--- src/rtl/staged_state_selector.sv ---
// Operator-input selector: debounced push-buttons step a staged value up/down and commit it
// to the live state; a commit counter, a one-cycle commit strobe and a pending flag go to the LEDs.
//
// register     | meaning
// -------------+---------------------------------------------------------
// staged       | value the operator is dialling in, stepped by KEY[1]/KEY[0]
// state        | live value, loaded from staged on a KEY[2] commit
// commit_count | number of commits, wraps at 2^COUNT_W
// armed        | per button: a released level has been seen since reset
module staged_state_selector #(
    parameter int STATE_W         = 2,
    parameter int NUM_STATES      = 4,
    parameter int COUNT_W         = 4,
    parameter int DEBOUNCE_CYCLES = 500000,
    parameter bit WRAP            = 1'b1
) (
    input  logic               CLOCK_50,
    input  logic               RESET_N,
    input  logic [2:0]         KEY,
    output logic [STATE_W-1:0] state,
    output logic [STATE_W-1:0] staged,
    output logic [COUNT_W-1:0] commit_count,
    output logic               pending,
    output logic               commit_pulse
);

    localparam int DB_W = (DEBOUNCE_CYCLES > 1) ? $clog2(DEBOUNCE_CYCLES) : 1;
    localparam logic [DB_W-1:0]    DB_LAST    = DB_W'(DEBOUNCE_CYCLES - 1);
    localparam logic [STATE_W-1:0] LAST_STATE = STATE_W'(NUM_STATES - 1);

    logic [2:0]      sync_a;
    logic [2:0]      sync_b;
    logic [2:0]      sync_prev;
    logic [2:0]      deb;
    logic [2:0]      armed;
    logic [2:0]      accept;
    logic [2:0]      press;
    logic [DB_W-1:0] db_cnt [3];
    logic [1:0]      flush_cnt;
    logic            settled;

    logic               up_ev;
    logic               dn_ev;
    logic               commit_ev;
    logic               staged_illegal;
    logic [STATE_W-1:0] staged_nxt;

    // sync_a/sync_b/sync_prev only carry real samples three edges after reset
    assign settled = (flush_cnt == 2'd3);

    always_ff @(posedge CLOCK_50 or negedge RESET_N) begin
        if (!RESET_N) begin
            sync_a    <= 3'b111;
            sync_b    <= 3'b111;
            sync_prev <= 3'b111;
            deb       <= 3'b111;
            armed     <= 3'b000;
            flush_cnt <= 2'd0;
            for (int i = 0; i < 3; i++) begin
                db_cnt[i] <= '0;
            end
        end else begin
            sync_a    <= KEY;
            sync_b    <= sync_a;
            sync_prev <= sync_b;
            if (!settled) begin
                flush_cnt <= flush_cnt + 2'd1;
            end
            for (int i = 0; i < 3; i++) begin
                if (settled && sync_b[i] && sync_prev[i]) begin
                    armed[i] <= 1'b1;
                end
                if ((sync_b[i] == deb[i]) || (sync_b[i] != sync_prev[i])) begin
                    db_cnt[i] <= '0;
                end else if (db_cnt[i] == DB_LAST) begin
                    deb[i]    <= sync_b[i];
                    db_cnt[i] <= '0;
                end else begin
                    db_cnt[i] <= db_cnt[i] + DB_W'(1);
                end
            end
        end
    end

    // A press is taken on the same edge that the debounced level falls
    always_comb begin
        accept = '0;
        press  = '0;
        for (int i = 0; i < 3; i++) begin
            accept[i] = (sync_b[i] != deb[i]) && (sync_b[i] == sync_prev[i])
                        && (db_cnt[i] == DB_LAST);
            press[i]  = accept[i] && !sync_b[i] && armed[i];
        end
    end

    assign dn_ev     = press[0];
    assign up_ev     = press[1];
    assign commit_ev = press[2];

    generate
        if (NUM_STATES < (1 << STATE_W)) begin : g_illegal
            assign staged_illegal = (staged > LAST_STATE);
        end else begin : g_full
            assign staged_illegal = 1'b0;
        end
    endgenerate

    always_comb begin
        staged_nxt = staged;
        if (up_ev ^ dn_ev) begin
            if (staged_illegal) begin
                staged_nxt = '0;
            end else if (up_ev) begin
                if (staged == LAST_STATE) begin
                    staged_nxt = WRAP ? '0 : staged;
                end else begin
                    staged_nxt = staged + STATE_W'(1);
                end
            end else begin
                if (staged == '0) begin
                    staged_nxt = WRAP ? LAST_STATE : staged;
                end else begin
                    staged_nxt = staged - STATE_W'(1);
                end
            end
        end
    end

    always_ff @(posedge CLOCK_50 or negedge RESET_N) begin
        if (!RESET_N) begin
            state        <= '0;
            staged       <= '0;
            commit_count <= '0;
            commit_pulse <= 1'b0;
        end else begin
            staged       <= staged_nxt;
            commit_pulse <= commit_ev;
            if (commit_ev) begin
                state        <= staged;
                commit_count <= commit_count + COUNT_W'(1);
            end
        end
    end

    assign pending = (staged != state);

endmodule

--- config.mk ---
export PLATFORM = sky130hd
export DESIGN_NAME = staged_state_selector
export DESIGN_NICKNAME = d
export VERILOG_FILES = /design/src/rtl/staged_state_selector.sv
export SDC_FILE = /design/constraint.sdc
export NUM_CORES = 1
export LEC_CHECK = 0
export ABC_AREA = 1
export BUFFER_PORTS_ARGS = -buffer_cell sky130_fd_sc_hd__buf_2
export CELL_PAD_IN_SITES_DETAIL_PLACEMENT = 0
export CELL_PAD_IN_SITES_GLOBAL_PLACEMENT = 1
export CORE_UTILIZATION = 25
export CTS_CLUSTER_DIAMETER = 80
export DETAILED_ROUTE_END_ITERATION = 12
export PLACE_DENSITY_LB_ADDON = 0.1
export RECOVER_POWER = 50
export REMOVE_ABC_BUFFERS = 1
export SYNTH_ARGS = -nofsm -noshare
export SYNTH_HDL_FRONTEND = slang
export SYNTH_SLANG_ARGS = --single-unit
--- constraint.sdc ---
create_clock -name CLOCK_50 -period 1.9 [get_ports CLOCK_50]
set_clock_uncertainty 0.1 [all_clocks]
set_input_delay 0.19 -clock CLOCK_50 [delete_from_list [all_inputs] [get_ports CLOCK_50]]
set_output_delay 0.19 -clock CLOCK_50 [all_outputs]
set_load 0.01 [all_outputs]
==> impl_summary.md <==
Drt
After detailed routing, the average wire length per cell comes to about 13 µm. The first-iteration detailed-routing DRC count is 149. The DRC violations left is 0. The final route contains ~3500 vias.

In this run the remaining antenna-violating nets after routing total 0. The first-pass iteration count of the detailed router is 4. The detail-routed via count per cell is ~4.3. The detailed-route wire length is 10470 µm.

Finish
The net total in the final layout is 597. The core occupancy in the finished layout is 30.47%. From synthesis to final layout, the design area changed by 19.50%.

The repair_antennas step left the layout with diodes totalling 0. The fill cell total of the finished layout is roughly 1800. The ratio of cells with drive above 1 in the final layout is 17.63%.

Timing
The final-report max-slew violation count was 0. Headroom to the max-slew limit came out at between 60% and 70%. After routing, the total negative slack on setup checks comes to 0 ns. Static timing analysis puts the maximum clock frequency at approximately 570 MHz.

For the finished layout, the period the worst path requires is about 1.7 ns. The number of endpoints with negative hold slack in the final report is 0. The transition at the pin with the smallest max-transition slack is 0.5987 ns. Setup repair after global routing could not meet its margin everywhere. The final critical path takes up between 90% and 100% of the cycle.

The minimum hold slack is roughly 0.26 ns. Setup violations remaining at the end of the flow were counted as 0.

Floorplanning
The effective utilization at floorplan is between 20% and 30%. The placeable core area is 17240 µm². The full die area is ~18000 µm². The total number of placement rows is 48. The die span in x is approximately 130 µm.

The die outline height is 134.6 µm. The count of boundary I/O pins is 15.

Synthesis
The biggest area contributor in the post-synthesis netlist is sky130_fd_sc_hd__dfrtp_1. The prevailing post-synth register cell is sky130_fd_sc_hd__dfrtp_1. The proportion of register bits with asynchronous set or reset after synthesis is 100.0%.

The flip-flop and latch count after synthesis is a little over 80. The area share of the leading cell type in the synthesized netlist is ~40%. The yosys synthesis warning count is 0. By count the netlist is led by sky130_fd_sc_hd__nand2_1 (112), sky130_fd_sc_hd__nor2_1 (81), sky130_fd_sc_hd__inv_1 (76), sky130_fd_sc_hd__dfrtp_1 (71), sky130_fd_sc_hd__nand3_1 (24).

The cell count after synthesis is 537. A synthesized cell averages between 8 and 9 µm². The number of synthesized flops with an enable pin is 0. Sequential cells were found to cover between 40% and 50% of the synthesized design area. The summed instance area of the synthesized netlist is approximately 4400 µm². The number of different library cells used by synthesis comes to 37. By area the synthesized netlist is led by sky130_fd_sc_hd__dfrtp_1 (40%), sky130_fd_sc_hd__nand2_1 (9.6%), sky130_fd_sc_hd__dfstp_2 (7.2%). The most frequent cell after synthesis is sky130_fd_sc_hd__nand2_1.

GRT
The global routing usage summed across all routing layers is 12.79%. The maximum number of pins on one net before global-route repair is 43. The global route total overflow is 0. The via count of the first global-routing pass was roughly 3500. The number of antenna violations at the first check in global routing is 0. The wire length of the first global-routing pass is ~18000 µm.

Clocking
Clock tree synthesis selected as its root buffer the cell sky130_fd_sc_hd__clkbuf_16. TritonCTS built the clock tree. The clock latency on the worst-skew pair is 0.34 ns. The clock passes through at most 2 buffers. Buffers inserted during clock tree synthesis total 9. The tree built by TritonCTS fans out to 83 sinks.

The number of H-tree levels is 3. Clock-pin slew was measured on the worst setup and hold paths at 0.07 ns.

Run status
The run finished with clean final reports.

Setup path
STA classifies the critical path endpoint as a register. For the worst setup path, the data arrival time is 1.87 ns. The kind of critical path is register to register. The element type at the critical path start is a register.

The maximum fanout along the worst path is 6. The required time at the endpoint of the critical path is slightly above 2 ns.

Placement
Buffers placed on the I/O ports in this run total 14. The final estimated routing congestion in global placement is 0.7476. The HPWL after detailed placement is ~7900 µm.

Flow run
The tool flagged a number of max-cap violations equal to 0.

Power
The power per unit of standard cell area is 692.0 nW/µm². The maximum VDD drop is 0.4863 mV. The analysis attributes to cell leakage a power of between 2 and 2.5 nW.

Hold path
The type of the worst min-delay path is register to register.
==> where the power goes <==
part	total (mW)	switching [mW]	internal, mW
clock network	1.72	0.787	0.932
logic	0.116	0.0805	0.0350
registers	1.80	0.0117	1.79
==> cells in the final DEF (no fill, tap or decap), types with 3 or more instances in the layout <==
master / synthesis / final
sky130_fd_sc_hd__dfstp_2: 12 / 9
sky130_fd_sc_hd__nand2_1: 112 / 111
sky130_fd_sc_hd__nor4_1: 3 / 3
sky130_fd_sc_hd__nor3_1: 23 / 22
sky130_fd_sc_hd__dlygate4sd3_1: 0 / 4
sky130_fd_sc_hd__a31oi_1: 4 / 4
sky130_fd_sc_hd__nand4_1: 18 / 18
sky130_fd_sc_hd__nor3_2: 6 / 5
sky130_fd_sc_hd__a21oi_1: 21 / 21
sky130_fd_sc_hd__nor2_4: 6 / 6
sky130_fd_sc_hd__nand2_2: 4 / 5
sky130_fd_sc_hd__a211oi_1: 4 / 4
sky130_fd_sc_hd__dfrtp_1: 71 / 70
sky130_fd_sc_hd__xnor2_1: 9 / 9
sky130_fd_sc_hd__nor2_1: 81 / 80
sky130_fd_sc_hd__buf_4: 0 / 18
sky130_fd_sc_hd__nand3_2: 6 / 5
sky130_fd_sc_hd__nor3_4: 1 / 3
sky130_fd_sc_hd__nand3_1: 24 / 24
sky130_fd_sc_hd__clkbuf_16: 0 / 9
sky130_fd_sc_hd__xor2_1: 9 / 9
sky130_fd_sc_hd__nor3b_1: 3 / 3
sky130_fd_sc_hd__o21ai_0: 11 / 11
sky130_fd_sc_hd__clkinvlp_4: 0 / 4
sky130_fd_sc_hd__ha_1: 7 / 5
sky130_fd_sc_hd__dfstp_1: 0 / 3
sky130_fd_sc_hd__nor2_2: 6 / 7
sky130_fd_sc_hd__nand3b_1: 4 / 4
sky130_fd_sc_hd__buf_2: 1 / 13
sky130_fd_sc_hd__inv_1: 76 / 76
==> what timing repair did <==
item,CTS,global route
setup buffers,0,1
setup endpoints to repair,0,13
hold endpoints to repair,22,0
resized for setup,0,9
hold buffers,4,0
==> metal layers <==
| layer | share of wire (%) | track usage (%) | up-vias |
|---|---|---|---|
| met5 | 0 | 0 | - |
| met4 | 1.9 | 5.618 | 0 |
| met3 | 1.9 | 1.914 | 11 |
| met2 | 44 | 19.49 | 33 |
| met1 | 52 | 17.94 | 1654 |
| li1 | - | - | 1822 |
==> path summary, 6_finish.rpt <==
path                       cells past startpoint  slack (ns)           startpoint              endpoint
max                                            8        0.15  db_cnt[0]$_DFF_PN0_  state[1]$_DFFE_PN0P_
min                                            0        0.26  sync_a[0]$_DFF_PN1_   sync_b[0]$_DFF_PN1_
max reg2reg                                    8        0.15  db_cnt[0]$_DFF_PN0_  state[1]$_DFFE_PN0P_
min reg2reg                                    0        0.26  sync_a[0]$_DFF_PN1_   sync_b[0]$_DFF_PN1_
max in group asynchronous                      3        0.36              RESET_N  db_cnt[24]$_DFF_PN0_
min in group asynchronous                      2        0.27              RESET_N  db_cnt[49]$_DFF_PN0_
==> area by class of cell <==
| type | instances | area [µm²] | share of cell area [%] |
|---|---|---|---|
| inverter | 78 | 292.8 | 5.574 |
| clock inverter | 6 | 47.55 | 0.9052 |
| clock buffer | 10 | 239.0 | 4.550 |
| sequential | 83 | 2093 | 39.85 |
| multi-input combinational | 375 | 2041 | 38.85 |
| timing repair buffer | 38 | 257.7 | 4.907 |
| tap | 225 | 281.5 | 5.360 |
==> logic make-up (layout without fill, tap and decap cells) <==
logic type                 Yosys count  after routing  synth area share, %
xor gates and xnor gates            18             18                3.587
buffers and inverters               79            132                6.775
and+or+nand+nor                    302            302                33.59
adders and majority gates            7              7                1.993
muxes                                1              1               0.2562
DFF                                 83             83                47.59
AOI/OAI and AO/OA                   47             47                6.206
==> per-stage QoR <==
stage	cell area (µm²)	worst slack, ns	std cells	power [mW]
2_1_floorplan	4390	0.3177	536	1.871
4_1_cts	5226	0.07620	814	3.715
3_3_place_gp	4900	0.1071	794	1.956
3_5_place_dp	4900	0.07773	794	1.957
6_report	5253	0.1545	815	3.635
5_1_grt	5253	-0.009652	815	3.792
==> state kept, by name (all words and copies together), names as in the netlist <==
name          cells
armed             3
commit_count      4
commit_pulse      1
db_cnt           57
deb               3
flush_cnt         2
staged            2
state             2
sync_a            3
sync_b            3
sync_prev         3
==> worst max-delay path, cell delays in order (launching register included) <==
cell,delay [ns]
sky130_fd_sc_hd__dfrtp_2,0.41
sky130_fd_sc_hd__ha_2,0.22
sky130_fd_sc_hd__nand3_4,0.12
sky130_fd_sc_hd__nor2_4,0.15
sky130_fd_sc_hd__nand3_2,0.16
sky130_fd_sc_hd__nor2_1,0.13
sky130_fd_sc_hd__nand2_1,0.16
sky130_fd_sc_hd__nand2_1,0.10
sky130_fd_sc_hd__o21ai_1,0.07
(Power assumes the default switching activity.)
